[src/rtl/mem_pkg.sv]
// Shared types and defaults for the dual-core memory response path.
package mem_pkg;
  typedef logic core_id_t;

  localparam core_id_t CORE0 = 1'b0;
  localparam core_id_t CORE1 = 1'b1;

  localparam int unsigned MEM_OUTSTANDING = 4;
endpackage

[src/rtl/tag_fifo.sv]
// Generic synchronous FIFO with registered pointers and an occupancy count
// one bit wider than the pointers so full and empty stay distinct.
module tag_fifo #(
  parameter int unsigned W     = 1,
  parameter int unsigned DEPTH = 4
) (
  input  logic                    clk,
  input  logic                    reset,
  input  logic                    push,
  input  logic [W-1:0]            din,
  input  logic                    pop,
  output logic [W-1:0]            head,
  output logic                    full,
  output logic                    empty,
  output logic [$clog2(DEPTH):0]  count
);
  localparam int unsigned PW = $clog2(DEPTH);
  localparam int unsigned CW = PW + 1;

  logic [W-1:0]  mem [DEPTH];
  logic [PW-1:0] wr_ptr;
  logic [PW-1:0] rd_ptr;
  logic          do_push;
  logic          do_pop;

  assign full    = (count == CW'(DEPTH));
  assign empty   = (count == '0);
  assign do_push = push && !full;
  assign do_pop  = pop && !empty;
  assign head    = mem[rd_ptr];

  // Pointer and occupancy state; pointers wrap naturally modulo DEPTH.
  always_ff @(posedge clk or posedge reset) begin
    if (reset) begin
      wr_ptr <= '0;
      rd_ptr <= '0;
      count  <= '0;
    end else begin
      if (do_push) wr_ptr <= wr_ptr + PW'(1);
      if (do_pop)  rd_ptr <= rd_ptr + PW'(1);
      if (do_push && !do_pop)      count <= count + CW'(1);
      else if (do_pop && !do_push) count <= count - CW'(1);
    end
  end

  // Storage needs no reset: only entries between the pointers are ever read.
  always_ff @(posedge clk) begin
    if (do_push) mem[wr_ptr] <= din;
  end
endmodule

[src/rtl/mem_resp_demux2.sv]
// Routes in-order memory responses back to the owning core using an order
// FIFO of owner tags and one valid/ready output register per core.
module mem_resp_demux2
  import mem_pkg::*;
#(
  parameter int unsigned N     = 32,
  parameter int unsigned DEPTH = MEM_OUTSTANDING
) (
  input  logic                    clk,
  input  logic                    reset,
  input  logic                    issue_valid,
  input  logic                    issue_sel,
  output logic                    issue_ready,
  input  logic                    resp_valid,
  input  logic [N-1:0]            resp_data,
  output logic                    resp_ready,
  output logic                    out0_valid,
  output logic [N-1:0]            out0_data,
  input  logic                    out0_ready,
  output logic                    out1_valid,
  output logic [N-1:0]            out1_data,
  input  logic                    out1_ready,
  output logic [$clog2(DEPTH):0]  outstanding,
  output logic                    err_unexpected
);
  core_id_t head_tag;
  logic     fifo_full;
  logic     fifo_empty;
  logic     head_valid;
  logic     head_ready;
  logic     route;
  logic     route0;
  logic     route1;
  logic     unexpected;

  tag_fifo #(
    .W     (1),
    .DEPTH (DEPTH)
  ) u_order (
    .clk   (clk),
    .reset (reset),
    .push  (issue_valid && issue_ready),
    .din   (issue_sel),
    .pop   (route),
    .head  (head_tag),
    .full  (fifo_full),
    .empty (fifo_empty),
    .count (outstanding)
  );

  // Ready depends only on state and core readies, never on resp_valid.
  assign issue_ready = !fifo_full;
  assign head_valid  = (head_tag == CORE1) ? out1_valid : out0_valid;
  assign head_ready  = (head_tag == CORE1) ? out1_ready : out0_ready;
  assign resp_ready  = fifo_empty || !head_valid || head_ready;

  assign route      = resp_valid && resp_ready && !fifo_empty;
  assign route0     = route && (head_tag == CORE0);
  assign route1     = route && (head_tag == CORE1);
  assign unexpected = resp_valid && fifo_empty;

  // Output holding registers: a new route wins over a same-cycle drain.
  always_ff @(posedge clk or posedge reset) begin
    if (reset) begin
      out0_valid     <= 1'b0;
      out0_data      <= '0;
      out1_valid     <= 1'b0;
      out1_data      <= '0;
      err_unexpected <= 1'b0;
    end else begin
      if (route0) begin
        out0_valid <= 1'b1;
        out0_data  <= resp_data;
      end else if (out0_ready) begin
        out0_valid <= 1'b0;
      end
      if (route1) begin
        out1_valid <= 1'b1;
        out1_data  <= resp_data;
      end else if (out1_ready) begin
        out1_valid <= 1'b0;
      end
      err_unexpected <= unexpected;
    end
  end
endmodule

[config.mk]
export PLATFORM = sky130hd
export DESIGN_NAME = mem_resp_demux2
export DESIGN_NICKNAME = d
export VERILOG_FILES = /design/src/rtl/mem_pkg.sv /design/src/rtl/tag_fifo.sv /design/src/rtl/mem_resp_demux2.sv
export SDC_FILE = /design/constraint.sdc
export NUM_CORES = 1
export LEC_CHECK = 0
export BUFFER_PORTS_ARGS = -buffer_cell sky130_fd_sc_hd__buf_2
export CORE_MARGIN = 2
export CORE_UTILIZATION = 50
export DETAILED_ROUTE_END_ITERATION = 10
export PLACE_DENSITY_LB_ADDON = 0.08
export SKIP_LAST_GASP = 1
export SYNTH_ARGS = -nofsm -noshare
export SYNTH_HDL_FRONTEND = slang
export SYNTH_SLANG_ARGS = --single-unit
export TNS_END_PERCENT = 5
[constraint.sdc]
create_clock -name clk -period 7.37 [get_ports clk]
set_input_delay 1.474 -clock clk [delete_from_list [all_inputs] [get_ports clk]]
set_output_delay 1.474 -clock clk [all_outputs]
set_load 0.02 [all_outputs]
Word level (Yosys, flattened, before mapping)
Memory sizes are Yosys's and may differ from the RTL's.
Index checks and enable logic that the tools add are counted.
Cells by class
  $add $sub $neg: 4
  multipliers: 0
  div/mod/pow operators: 0
  $lt $le $gt $ge: 0
  equal/unequal tests: 1
  shifts and indexed selects: 0
  multiplexer cells: 10
  bitwise gates (word level): 1
  reduce and logical (&&, ||, !) cells: 21
Operator list (count)
  logical AND 1 bit: 10
  2-to-1 mux 1 bit: 8
  2-to-1 mux 3 bit: 2
  nonzero test 2 bit: 3
  zero test 1 bit: 5
  adder 2 x 1 -> 2 bit (second input constant): 2
  adder 3 x 1 -> 3 bit (second input constant): 1
  == test 3 bit (second input constant): 1
  zero test 3 bit: 1
  subtractor 3 x 1 -> 3 bit (second input constant): 1
  logical OR 1 bit: 2
  inverter 1 bit: 1
Storage, ports and cells
  flip-flop bits (word level): 74
  latch bits: 0
  RAM bits: 4
  bits in read-only memories: 0
  bits of input ports: 39
  logic and storage cells: 46
  memories: 1
Memories
  u_order.mem: words 4, width 1, read ports 1, clocked after Yosys merged registers in 0, write ports 1, RTL line tag_fifo.sv:20  | logic [W-1:0] mem [DEPTH];

Depth between registers and ports, before layout
An unclocked memory read counts as a cell.
  depth in word-level cells: 11
  depth in mapped cells: 10

Cells and area by module
Synthesis repeated with hierarchy kept, for this count alone.
Unflattened totals
  cells, all modules: 194
  area, all modules: 3304.4 sq um
By module, submodules not included
  mem_resp_demux2: times used 1, cells an instance 153, area an instance 2718.9 sq um
  tag_fifo: times used 1, cells an instance 41, area an instance 585.6 sq um

Worst setup path after synthesis
OpenSTA, ideal clock, no wires.
  path kind: input to output
  from: in out0_ready
  to: out resp_ready
  data arrival time: 2.384 ns
  path slack: 3.512 ns
  stages: 3
  buffers on the path: 0
  cells stage by stage: or2b_2 mux2_2 or2_2
On the way
  cells in the longest elaborated chain, start to end: 2
RTL lines
  start, declared: RTL line mem_resp_demux2.sv:19  | input logic out0_ready,
  2-to-1 mux 1 bit: RTL line mem_resp_demux2.sv:54  | assign head_ready = (head_tag == CORE1) ? out1_ready : out0_ready;
  logical OR 1 bit: RTL line mem_resp_demux2.sv:55  | assign resp_ready = fifo_empty || !head_valid || head_ready;
  end, declared: RTL line mem_resp_demux2.sv:16  | output logic resp_ready,
Every way passes these cells.

Final worst setup path
Same ends and word-level chain as after synthesis.

==> flow_summary.json <==
{
  "multiInputGateArea_mm2": 0.00115,
  "cts_buffers": 9,
  "cp.depth": 5,
  "detail_route.wl_per_cell_um": 15.0,
  "swShare": 0.367,
  "synth-seq-cells": 78,
  "r2r_slack_ps": 4930,
  "slew_viol_final": 0,
  "cts_tree": "done",
  "fin_crit_ps": 4070,
  "hold_path_class": "reg2reg",
  "intPower_mw": 1.35,
  "crit_path_cell_trace": "buf_2 -> or2b_2 -> mux2_2 -> or2_2 -> buf_2",
  "clk_pin_slew_ps": 80,
  "rsz0062_at_grt": "false",
  "dpl_worst_slack_ps": 3300,
  "hold_depth": 1,
  "setup_ws_ps": 3300,
  "nFillCells": 512,
  "coreArea_mm2": 0.00628,
  "synth.distinct_cells": 26,
  "worstSetupStartpoint": "out0_ready",
  "skew_ps": 8.04,
  "ctsResizeCount": 0,
  "r2r_start": "u_order.rd_ptr[1]",
  "clk_path_buf_depth": 2,
  "tightest_slew_ps": 920,
  "synth_area_leaders": "dfrtp_1, mux2_2, mux2_4",
  "path_class": "in2out",
  "fin_crit_sh": 0.553,
  "die_width_um": 84.3,
  "diodes": 0,
  "gp_congestion": 0.737,
  "clkSinkCount": 78,
  "final_common_cell": "buf_2",
  "htreeDepth": 3,
  "cts_root_buf": "clkbuf_8",
  "post-route-util": 0.647,
  "final_cells": 392,
  "cp.arrival_ps": 2600,
  "wl_um": 5880,
  "clkLatencyLatePin_ps": 350,
  "vias": 1906,
  "critPathRequiredTime_ps": 5900,
  "ys_seq_area_frac": 0.612,
  "pwr_density_cell_mw_per_mm2": 524,
  "hpwl_um": 3970,
  "combPwrFrac": 0.451,
  "reg2reg_to": "u_order.count[2]",
  "syn_to_final_growth_pct": 25.9,
  "fin_nets": 355,
  "slowest_delay_ps": 330,
  "placed_cells": 376,
  "port_buffers": 110,
  "p_clk_frac": 0.194,
  "setup.worst_path.end_class": "output pin",
  "grt_use_total": 0.181,
  "cp.buffers_inverters": 2,
  "top_level_ports": 111,
  "num_rows": 29,
  "power_switching_mw": 0.782,
  "hold_viol": 0,
  "syn_area_per_cell_um2": 16.6,
  "cp_top_family": "simple AND/OR/NAND/NOR gates",
  "drc": 0,
  "synthArstFlopShare": 0.949,
  "final_cell_mix": "buf_2, dfrtp_1, mux2_2",
  "synth_edf_count": 4,
  "die_area_mm2": 0.00711,
  "postCtsHoldBufs": 0,
  "initial_core_util": 0.514,
  "grt_max_degree": 75,
  "final_antenna_net_count": 0,
  "ir_worst_vdd_v": 0.000251,
  "syn_nets": 239,
  "yosys.area.top_type_share": 0.574,
  "critical_path.slowest_cell": "or2b_2",
  "grt_pass1_wl_um": 9890,
  "firstDrtPassIters": 3,
  "setup_tns_ps": 0,
  "drt-initial-drc-count": 65,
  "synth.largest_area_cell": "dfrtp_1",
  "crit_end": "resp_ready",
  "status": "complete, no violations",
  "leakage_nw": 2.01,
  "grt_overflow": 0,
  "seq_area_mm2": 0.00197,
  "startpoint_type": "primary input",
  "synth_ff_type": "dfrtp_1",
  "antenna_found_initial": 0,
  "reg2reg_depth": 10,
  "cap_violations": 0,
  "setup_viol": 0,
  "power_frac_seq": 0.356,
  "synth_area_mm2": 0.00322,
  "max_freq_ghz": 0.246,
  "drive_above_1_share": 0.629,
  "yosys_warnings": 0,
  "cts_setup_buffers": 0,
  "via_per_inst": 4.86,
  "cp_max_fo": 6,
  "relSlewSlack": 0.386,
  "die_h_um": 84.3,
  "crit_top_cell": "buf_2",
  "syn-instance-count": 194,
  "grt_pass1_vias": 1904
}
-- worst min-delay path by stage --
stage	from	end
2_1_floorplan	u_order.rd_ptr[1]	u_order.rd_ptr[1]
3_3_place_gp	out1_data[20]	out1_data[20]
3_5_place_dp	out1_data[20]	out1_data[20]
4_1_cts	out1_data[20]	out1_data[20]
5_1_grt	out1_data[21]	out1_data[21]
6_report	out1_data[20]	out1_data[20]
-- synth_stat cells, drive strengths merged (2+ instances only) --
cell type / n
nand2: 4
edfxtp: 4
dfrtp: 74
xor2: 3
ha: 5
mux2: 70
xnor2: 2
inv: 4
and2: 2
mux2i: 2
buf: 6
nor2: 3
and3: 6
-- logic make-up (layout without fill, tap and decap cells) --
logic type	Yosys count	count (layout)	share of synthesized area
DFF	78	78	0.612
muxes	72	72	0.275
and+or+nand+nor	22	22	0.0415
buffers and inverters	10	131	0.0310
adders and majority gates	6	6	0.0256
xor gates and xnor gates	5	5	0.0136
AOI/OAI and AO/OA	1	1	0.00155
-- metal layers --
metal  vias up  part of all wire  track usage
li1        910                 -            -
met1       927              0.46        0.253
met2        63              0.47        0.261
met3         6             0.065       0.0737
met4         0             0.012       0.0572
met5         -                 0            0
-- registers in the layout, summed over array words and instances, names as in the netlist --
| name | flops |
|---|---|
| u_order.wr_ptr | 2 |
| out0_valid | 1 |
| u_order.rd_ptr | 2 |
| u_order.mem | 4 |
| err_unexpected | 1 |
| u_order.count | 3 |
| out1_data | 32 |
| out0_data | 32 |
| out1_valid | 1 |
-- per-stage QoR --
step                hold WS (ps)  total power [mW]  instance area [µm²]
floorplan                    501              1.47                 3220
global placement             470              1.72                 3790
detailed placement           478              1.74                 3790
CTS                          496              2.16                 4060
global route                 505              2.26                 4060
finish                       491              2.13                 4060
-- power groups by stage --
stage               Combinational, mW  Clock, mW  Sequential, mW
floorplan                       0.468          0            1.01
global placement                0.959          0           0.761
detailed placement              0.976          0           0.765
CTS                             0.977      0.421           0.760
global route                     1.03      0.444           0.790
finish                          0.960      0.412           0.757
-- layout make-up --
cell class / count / share of cell area
sequential: 78 / 0.486
multi-input combinational: 106 / 0.284
timing repair buffer: 111 / 0.137
clock buffer: 12 / 0.0410
clock inverter: 4 / 0.0243
tap: 77 / 0.0237
inverter: 4 / 0.00370
(Power assumes the default switching activity.)
